`src/rtl/gprs_wr_arbiter_pkg.sv`:
```
// Shared constants and types for the GPR write-port arbiter and its users.
// The register file is 8 x 16-bit with a single write port.
package gprs_pkg;

    localparam int DATA_W = 16;
    localparam int ADDR_W = 3;
    localparam int NREGS  = 1 << ADDR_W;

    typedef logic [ADDR_W-1:0] reg_addr_t;
    typedef logic [DATA_W-1:0] reg_data_t;

    // Requester index assignment on the arbiter's request vector.
    typedef enum logic [1:0] {
        WB_ALU  = 2'd0,
        WB_LOAD = 2'd1,
        WB_HOST = 2'd2
    } wb_src_e;

endpackage

```
`src/rtl/gprs_wr_arbiter_if.sv`:
```
// Writeback request and register-reservation handshakes into the arbiter.
// Valid/ready rule: a transfer happens on a rising edge where valid && ready; ready may depend on valid combinationally.
interface gprs_wr_if #(
    parameter int NREQ   = 3,
    parameter int DATA_W = gprs_pkg::DATA_W,
    parameter int ADDR_W = gprs_pkg::ADDR_W
) ();

    logic [NREQ-1:0]             req_valid;
    logic [NREQ-1:0]             req_ready;
    logic [NREQ-1:0][ADDR_W-1:0] req_ws;
    logic [NREQ-1:0][DATA_W-1:0] req_wd;

    logic                        rsv_valid;
    logic [ADDR_W-1:0]           rsv_ws;
    logic                        rsv_ready;

    modport master (
        output req_valid, req_ws, req_wd, rsv_valid, rsv_ws,
        input  req_ready, rsv_ready
    );

    modport slave (
        input  req_valid, req_ws, req_wd, rsv_valid, rsv_ws,
        output req_ready, rsv_ready
    );

endinterface

```
`src/rtl/gprs_wr_arbiter_rr_arbiter.sv`:
```
// Round-robin arbiter: search starts one past the last granted index.
// The pointer moves only when the caller reports a completed handshake.
module rr_arbiter #(
    parameter  int N     = 3,
    localparam int IDX_W = (N > 1) ? $clog2(N) : 1
) (
    input  logic             clk,
    input  logic             reset,
    input  logic [N-1:0]     req,
    input  logic             advance,
    output logic [N-1:0]     grant,
    output logic [IDX_W-1:0] grant_idx
);

    logic [IDX_W-1:0] last_grant;
    logic             found;
    int               idx;

    // Reset to N-1 so requester 0 is searched first.
    always_ff @(posedge clk or negedge reset) begin
        if (!reset)
            last_grant <= IDX_W'(N - 1);
        else if (advance)
            last_grant <= grant_idx;
    end

    always_comb begin
        grant     = '0;
        grant_idx = '0;
        found     = 1'b0;
        idx       = 0;
        for (int k = 1; k <= N; k++) begin
            idx = (int'(last_grant) + k) % N;
            if (!found && req[idx]) begin
                found      = 1'b1;
                grant[idx] = 1'b1;
                grant_idx  = IDX_W'(idx);
            end
        end
    end

endmodule

```
`src/rtl/gprs_wr_arbiter.sv`:
```
// Shares the register file write port between writeback requesters and
// tracks outstanding destination registers for read-after-write hazard detection.
module gprs_wr_arbiter #(
    parameter int NREQ   = 3,
    parameter int DATA_W = gprs_pkg::DATA_W,
    parameter int ADDR_W = gprs_pkg::ADDR_W,
    parameter int NREGS  = gprs_pkg::NREGS
) (
    input  logic              clk,
    input  logic              reset,
    gprs_wr_if.slave          bus,
    input  logic [ADDR_W-1:0] rs1,
    input  logic [ADDR_W-1:0] rs2,
    output logic              hazard1,
    output logic              hazard2,
    output logic              we,
    output logic [ADDR_W-1:0] ws,
    output logic [DATA_W-1:0] wd,
    output logic [NREGS-1:0]  busy
);

    localparam int IDX_W = (NREQ > 1) ? $clog2(NREQ) : 1;

    logic [NREQ-1:0]  grant;
    logic [IDX_W-1:0] grant_idx;
    logic             hs;
    logic             rsv_take;
    logic [NREGS-1:0] busy_nxt;

    rr_arbiter #(.N(NREQ)) u_arb (
        .clk       (clk),
        .reset     (reset),
        .req       (bus.req_valid),
        .advance   (hs),
        .grant     (grant),
        .grant_idx (grant_idx)
    );

    assign bus.req_ready = grant;
    assign hs            = |(bus.req_valid & grant);

    assign bus.rsv_ready = ~busy[bus.rsv_ws];
    assign rsv_take      = bus.rsv_valid & bus.rsv_ready;
    assign hazard1       = busy[rs1];
    assign hazard2       = busy[rs2];

    always_ff @(posedge clk or negedge reset) begin
        if (!reset) begin
            we <= 1'b0;
            ws <= '0;
            wd <= '0;
        end else begin
            we <= hs;
            if (hs) begin
                ws <= bus.req_ws[grant_idx];
                wd <= bus.req_wd[grant_idx];
            end
        end
    end

    // Clear lands on the same edge the register file captures wd; a new
    // reservation of that register on that edge must survive, so set is applied last.
    always_comb begin
        busy_nxt = busy;
        if (we)
            busy_nxt[ws] = 1'b0;
        if (rsv_take)
            busy_nxt[bus.rsv_ws] = 1'b1;
    end

    always_ff @(posedge clk or negedge reset) begin
        if (!reset)
            busy <= '0;
        else
            busy <= busy_nxt;
    end

endmodule

```
`src/flat_wrapper.sv`:
```
// flat-port wrapper written by rule: the top's interface ports become plain ports
module gprs_wr_arbiter_flat 
#(
    parameter int NREQ   = 3,
    parameter int DATA_W = gprs_pkg::DATA_W,
    parameter int ADDR_W = gprs_pkg::ADDR_W,
    parameter int NREGS  = gprs_pkg::NREGS
)
  (clk, reset, rs1, rs2, hazard1, hazard2, we, ws, wd, busy, bus_req_valid, bus_req_ws, bus_req_wd, bus_rsv_valid, bus_rsv_ws, bus_req_ready, bus_rsv_ready);
  gprs_wr_if #(.NREQ(NREQ), .DATA_W(DATA_W), .ADDR_W(ADDR_W)) bus_i ();
  input  logic clk;
  input  logic reset;
  input  logic [ADDR_W-1:0] rs1;
  input  logic [ADDR_W-1:0] rs2;
  output logic hazard1;
  output logic hazard2;
  output logic we;
  output logic [ADDR_W-1:0] ws;
  output logic [DATA_W-1:0] wd;
  output logic [NREGS-1:0] busy;
  input wire logic [$bits(bus_i.req_valid)-1:0] bus_req_valid;
  input wire logic [$bits(bus_i.req_ws)-1:0] bus_req_ws;
  input wire logic [$bits(bus_i.req_wd)-1:0] bus_req_wd;
  input wire logic [$bits(bus_i.rsv_valid)-1:0] bus_rsv_valid;
  input wire logic [$bits(bus_i.rsv_ws)-1:0] bus_rsv_ws;
  output wire logic [$bits(bus_i.req_ready)-1:0] bus_req_ready;
  output wire logic [$bits(bus_i.rsv_ready)-1:0] bus_rsv_ready;
  assign bus_i.req_valid = bus_req_valid;
  assign bus_i.req_ws = bus_req_ws;
  assign bus_i.req_wd = bus_req_wd;
  assign bus_i.rsv_valid = bus_rsv_valid;
  assign bus_i.rsv_ws = bus_rsv_ws;
  assign bus_req_ready = bus_i.req_ready;
  assign bus_rsv_ready = bus_i.rsv_ready;
  gprs_wr_arbiter #(.NREQ(NREQ), .DATA_W(DATA_W), .ADDR_W(ADDR_W), .NREGS(NREGS)) u_core (.clk(clk), .reset(reset), .bus(bus_i), .rs1(rs1), .rs2(rs2), .hazard1(hazard1), .hazard2(hazard2), .we(we), .ws(ws), .wd(wd), .busy(busy));
endmodule
```
`config.mk`:
```
export PLATFORM = sky130hd
export DESIGN_NAME = gprs_wr_arbiter_flat
export DESIGN_NICKNAME = d
export VERILOG_FILES = /design/src/rtl/gprs_wr_arbiter_pkg.sv /design/src/rtl/gprs_wr_arbiter_if.sv /design/src/rtl/gprs_wr_arbiter_rr_arbiter.sv /design/src/rtl/gprs_wr_arbiter.sv /design/src/flat_wrapper.sv
export SDC_FILE = /design/constraint.sdc
export NUM_CORES = 1
export LEC_CHECK = 0
export CAP_MARGIN = 5
export CORE_ASPECT_RATIO = 1.1
export CORE_MARGIN = 4
export CORE_UTILIZATION = 35
export DETAILED_ROUTE_END_ITERATION = 10
export PLACE_DENSITY = 0.73
export SLEW_MARGIN = 20
export SYNTH_ARGS = -nofsm -noshare
export SYNTH_HDL_FRONTEND = slang
export SYNTH_HIERARCHICAL = 1
export SYNTH_SLANG_ARGS = --single-unit
```
`constraint.sdc`:
```
create_clock -name clk -period 2.6 [get_ports clk]
set_input_delay 0.26 -clock clk [delete_from_list [all_inputs] [get_ports clk]]
set_output_delay 0.26 -clock clk [all_outputs]
set_load 0.01 [all_outputs]
```
# [After elaboration in Yosys (flattened, before gate mapping)]
# Cells that the tools add are included.
[classes] n_lt_le_gt_ge=13 mux=39 bitwise=8 addsub=3 n_div=3 reduce_logical=10
[op_table] operator="32-bit by 1-bit greater-or-equal comparator with 1-bit output (second input constant)" count=3
[op_table] operator="32-bit by 4-bit less-than comparator with 1-bit output (second input constant)" count=3
[op_table] operator="32-bit by 3-bit remainder unit with 32-bit output (second input constant)" count=3
[op_table] operator="16-bit binary-select mux with 2-bit select" count=1
[op_table] operator="3-bit by 4-bit less-than comparator with 1-bit output (second input constant)" count=4
[op_table] operator="1-bit 2-to-1 mux" count=16
[op_table] operator="16-bit 2-to-1 mux" count=1
[op_table] operator="8-bit 2-to-1 mux" count=2
[op_table] operator="3-bit 2-to-1 mux" count=4
[op_table] operator="1-bit binary-select mux with 3-bit select" count=3
[op_table] operator="8-bit bitwise AND" count=1
[op_table] operator="8-bit NOT" count=1
[op_table] operator="8-bit OR" count=1
[op_table] operator="1-bit logical AND" count=7
[op_table] operator="2-bit by 2-bit adder with 3-bit output (second input constant)" count=2
[op_table] operator="1-bit binary-select mux with 2-bit select" count=3
[op_table] operator="3-bit binary-select mux with 2-bit select" count=1
[op_table] operator="1-bit demux with 2-bit select" count=3
[op_table] operator="1-bit demux with 3-bit select" count=2
[op_table] operator="3-bit by 1-bit greater-or-equal comparator with 1-bit output (second input constant)" count=2
[op_table] operator="2-bit 2-to-1 mux" count=3
[op_table] operator="3-bit OR" count=2
[op_table] operator="2-bit by 1-bit adder with 3-bit output (second input constant)" count=1
[op_table] operator="3-bit bitwise AND" count=1
[op_table] operator="other kinds (5)" count=6
[word_totals] wordCells=81 reg_bits=30 output_inout_bits=34

# [Longest topological paths before layout]
[depth] depth_word=14 mapped_depth=12

# [Cells and area by module]
# The synthesis kept the hierarchy.
[by_module_without_submodules] module="gprs_wr_arbiter" area_each_um2=1762.9 n_inst=1 seq_area_each_um2=700.7 cells_each=135
[by_module_without_submodules] module="rr_arbiter" area_each_um2=345.3 n_inst=1 seq_area_each_um2=51.3 cells_each=45

# [Worst setup path before layout]
# Ideal clock, no wire load.
[synth_path] kind="reg-to-reg" from="reg u_core.u_arb.last_grant[1]" to="reg u_core.wd[10]" setup_ps=125 arrival_ps=2463 path_stages_with_launch=10 synth_period_minus_slack_ps=2588 path_buffers=1 path_slack_ps=12 cell_sequence="dfstp_2 > inv_1 > ha_1 > mux2_2 > o32a_1 > o221ai_1 > a222oi_1 > inv_1 > buf_6 > mux2_4"
[synth_via] elab_chain_len=14 elab_cells_between_ends=48 cone_classes="add/sub: 3; div: 3; order compare: 6; mux: 25; bitwise: 3; reduce/logical: 8"
[synth_lines] element="start, declared" line="gprs_wr_arbiter_rr_arbiter.sv:15" rtl="logic [IDX_W-1:0] last_grant;"
[synth_lines] element="start signal, assigned" line="gprs_wr_arbiter_rr_arbiter.sv:22" rtl="last_grant <= IDX_W'(N - 1);"
[synth_lines] element="start signal, assigned" line="gprs_wr_arbiter_rr_arbiter.sv:24" rtl="last_grant <= grant_idx;"
[synth_lines] element="parallel branches: the longest is 11 deep, another holds 32-bit by 3-bit remainder unit with 32-bit output"
[synth_lines] element="3-bit 2-to-1 mux (*)" line="gprs_wr_arbiter_rr_arbiter.sv:34" rtl="if (!found && req[idx]) begin"
[synth_lines] element="via bus_req_ready[0]" line="flat_wrapper.sv:26" rtl="output wire logic [$bits(bus_i.req_ready)-1:0] bus_req_ready;"
[synth_lines] element="3-bit bitwise AND (*)" line="gprs_wr_arbiter.sv:40" rtl="assign hs = |(bus.req_valid & grant);"
[synth_lines] element="3-bit OR reduction (*)" line="gprs_wr_arbiter.sv:40"
[synth_lines] element="via u_core.hs" line="gprs_wr_arbiter.sv:26" rtl="logic hs;"
[synth_lines] element="end signal, assigned" line="gprs_wr_arbiter.sv:56" rtl="wd <= bus.req_wd[grant_idx];"
[synth_lines] element="end, declared" line="gprs_wr_arbiter.sv:18" rtl="output logic [DATA_W-1:0] wd,"
# Mark *: on every way through the listed nets, which the timed path passes. The select of a mux whose other input is x is not followed.
# A chain may end at the register's enable or synchronous reset.

# [Worst setup path in the final report]
[layout_path] from="reg u_core.u_arb.last_grant[1]" to="reg u_core.wd[9]"
[layout_via] elab_chain_len=14 elab_cells_between_ends=48 cone_classes="add/sub: 3; div: 3; order compare: 6; mux: 25; bitwise: 3; reduce/logical: 8"
[layout_lines] element="parallel branches: the longest is 14 deep, another holds 32-bit by 3-bit remainder unit with 32-bit output"
# Several ways; the timed one is not identified. The select of a mux whose other input is x is not followed.

==> results.py <==
metrics = {
    "status": {
        "outcome": "completed",
    },
    "global_routing": {
        "antenna_found_initial": 0,
        "grt_pass1_wl_microns": 9280,
        "grt_pass1_vias": 1924,
        "grt_max_degree": 31,
        "grt_usage_pct": 16.7,
        "grt-ovfl-total": 0,
    },
    "clocking": {
        "insertion_delay_ns": 0.28,
        "cts_buffers": 5,
        "htree_levels": 2,
        "cts_hold_buf": 0,
        "cts_root_buf": "clkbuf_8",
        "cts_buffer_depth": 2,
        "path_clk_slew_ns": 0.06,
        "tritoncts": "yes",
        "cts_sinks": 30,
    },
    "min_path": {
        "min_path_type": "in2async",
    },
    "logic_synthesis": {
        "synth_top_area_share_pct": 34.4,
        "synth_area_leader_cell": "dfrtp_1",
        "synth_cell_types": 40,
        "seq_area_frac_synth_pct": 35.7,
        "yosys-top-cells-area": "dfrtp_1, mux2_4, mux2i_1",
        "synth_nets": 256,
        "synth_area_sq_um": 2110,
        "avgSynthCellArea_sq_um": 11.7,
        "ys_warn_count": 6,
        "synth_seq_cells": 30,
        "syn_inst": 180,
    },
    "timing": {
        "tightest_slew_ns": 0.378,
        "fin_skew_ns": 0.00531,
        "period_share_pct": 98.1,
        "slew_viol_final": 0,
        "hold_viol_final": 0,
        "max_slew_margin_pct": 74.8,
        "period_needed_ns": 2.55,
        "max_freq_mhz": 392,
        "setup_violations": 0,
        "setup_ws_ns": 0.0506,
        "rsz0062_at_grt": "true",
    },
    "placed_design": {
        "gp_routability_congestion": 0.899,
        "dp_slack_ns": -0.114,
        "portBuffers": 105,
        "dpl.hpwl_microns": 4790,
    },
    "critical_path": {
        "required_ns": 2.76,
        "crit_type": "reg2reg",
        "r2r_start": "u_core/u_arb/last_grant[1]$_DFFE_PN1P_",
        "r2r-end": "u_core/wd[9]$_DFFE_PN0P_",
        "critical_path.cell_chain": "inv_2 > ha_4 > mux2_2 > o32a_1 > o221ai_2 > a222oi_1 > inv_1 > buf_12 > mux2_4",
        "cp_top_family": "compound AO/OA/AOI/OAI gates",
        "cp_num_cells": 9,
        "cp_num_buf_inv": 3,
        "crit_end": "u_core/wd[9]$_DFFE_PN0P_",
        "startpoint": "u_core/u_arb/last_grant[1]$_DFFE_PN1P_",
        "crit_fanout": 21,
        "reg2reg_depth": 9,
        "r2r_slack_ns": 0.05,
        "start_kind": "flip-flop",
        "end_kind": "flip-flop",
        "critical_path_arrival_ns": 2.71,
        "cpPeakStageDelay_ns": 0.56,
        "cp_slowest_cell": "dfstp_2",
    },
    "detailed_routing": {
        "drt_iter0_markers": 69,
        "via_per_inst": 5.15,
        "drt-wirelength-per-cell_microns": 16.3,
        "routed_wl_microns": 6170,
        "drtAntennaViolNets": 0,
        "firstDrtPassIters": 4,
        "vias": 1946,
        "drc": 0,
    },
    "power_and_ir_drop": {
        "ir_drop_uv": 940,
        "powerDensity_nw_per_um2": 1270,
        "p_leak_nw": 1.40,
        "design_power_total_mw": 4.40,
    },
    "die": {
        "core_area_sq_um": 5810,
        "rows": 29,
        "initial_core_util_pct": 36.3,
        "die_w_microns": 82,
        "die_y_microns": 89.4,
        "ioPinCount": 106,
        "design.die.area_sq_um": 7330,
    },
    "final_layout": {
        "antenna_cells": 0,
        "drive_above_1_share_pct": 21.3,
        "n_fill_cell": 502,
        "nNetsFinal": 376,
        "area_delta_synth_final_pct": 64.7,
    },
    "job": {
        "maxCapViolations": 0,
    },
}
## logic make-up (layout without fill, tap and decap cells)
kind of cell               Yosys count  in the layout  synth area share (%)
and+or+nand+nor                     30             30                  7.48
muxes                               50             50                  32.0
DFF                                 30             30                  35.7
AOI/OAI and AO/OA                   48             48                  17.8
adders and majority gates            4              4                  2.37
buffers and inverters               18            139                  4.69
## state kept, by name, indices dropped and copies added (netlist names)
| register | count |
|---|---|
| u_core/busy | 8 |
| u_core/u_arb/last_grant | 2 |
| u_core/wd | 16 |
| u_core/we | 1 |
| u_core/ws | 3 |
## metrics by stage
stage	hold WS [ns]	instances	area [sq um]	TNS [ns]	utilization, %
floorplan	-0.0356	180	2110	0	-
global placement	0.499	368	3320	-0.0326	57.2
detailed placement	0.495	368	3320	-1.20	57.2
CTS	0.389	376	3420	0	58.9
global route	0.404	378	3470	-0.900	59.8
finish	0.373	378	3470	0	59.8
## worst min path at each step
stage | start | endpoint | slack (ns) | cells after the start
finish | reset | u_core/wd[8]$_DFFE_PN0P_ | 0.37 | 2
global route | reset | u_core/wd[8]$_DFFE_PN0P_ | 0.40 | 2
CTS | reset | u_core/wd[8]$_DFFE_PN0P_ | 0.39 | 2
detailed placement | u_core/wd[10]$_DFFE_PN0P_ | u_core/wd[10]$_DFFE_PN0P_ | 0.49 | 1
global placement | u_core/wd[1]$_DFFE_PN0P_ | u_core/wd[1]$_DFFE_PN0P_ | 0.50 | 1
floorplan | reset | u_core/busy[0]$_DFF_PN0_ | -0.04 | 0
## cell type report
class	instances	area, sq um	area share, %
tap	77	96.3	2.77
sequential	30	753	21.7
inverter	8	30.0	0.865
multi-input combinational	132	1290	37.3
clock inverter	1	5.00	0.144
timing repair buffer	123	1210	34.8
clock buffer	7	86.3	2.49
## Yosys cell counts
| library cell | number |
|---|---|
| o21a_1 | 1 |
| nor4b_1 | 2 |
| nor3_1 | 1 |
| o21ai_0 | 4 |
| ha_1 | 4 |
| nand2_1 | 8 |
| inv_1 | 8 |
| o32a_1 | 1 |
| nor2b_1 | 2 |
| o221ai_1 | 2 |
| buf_6 | 3 |
| nor2_1 | 7 |
| nand2b_1 | 4 |
| o31ai_1 | 1 |
| mux4_2 | 6 |
| o21bai_1 | 1 |
| a222oi_1 | 1 |
| dfrtp_1 | 29 |
| a211oi_2 | 1 |
| mux2_2 | 3 |
| a22o_1 | 1 |
| nor3b_1 | 2 |
| mux2_4 | 19 |
| o211ai_1 | 1 |
| or2b_1 | 1 |
| mux2i_1 | 22 |
| o41ai_1 | 4 |
| a21oi_1 | 5 |
| o2111ai_1 | 1 |
| and3_1 | 1 |
| clkbuf_1 | 1 |
| a31oi_1 | 5 |
| nand3b_1 | 1 |
| buf_2 | 3 |
| nand3_1 | 1 |
| dfstp_2 | 1 |
| buf_4 | 1 |
| buf_1 | 1 |
| clkbuf_2 | 1 |
| o2bb2ai_1 | 19 |
## timing repair
item | 4_1_cts | 5_1_grt
endpoints found under the hold margin | 0 | 0
gates resized for setup | 6 | 11
setup buffers | 0 | 2
endpoints found under the setup margin | 22 | 22
pin swaps | 1 | 2
## cells in the final DEF, fill, tap and decap left out, drive strengths merged, types with 4 or more instances in the layout
cell / instances
o21ai: 4
mux2i: 22
dfrtp: 29
o41ai: 4
o2bb2ai: 19
ha: 4
a31oi: 5
clkdlybuf4s50: 102
inv: 8
mux2: 22
clkbuf: 7
buf: 18
a21oi: 5
nor2: 7
nand2: 8
nand2b: 4
mux4: 6
## where the power goes
group,internal [mW],switching [mW],leakage [nW]
registers,0.732,0.251,0.351
logic,1.78,1.26,1.00
clock network,0.213,0.167,0.0482
## per-layer routing
metal  up-vias  track usage (%)  part of all wire [%]
li1        939                -                     -
met2        73             29.7                    50
met5         -                0                     0
met4         0             5.29                   1.5
met1       927             19.2                    40
met3         7             4.84                   8.3
(Power assumes the default switching activity.)
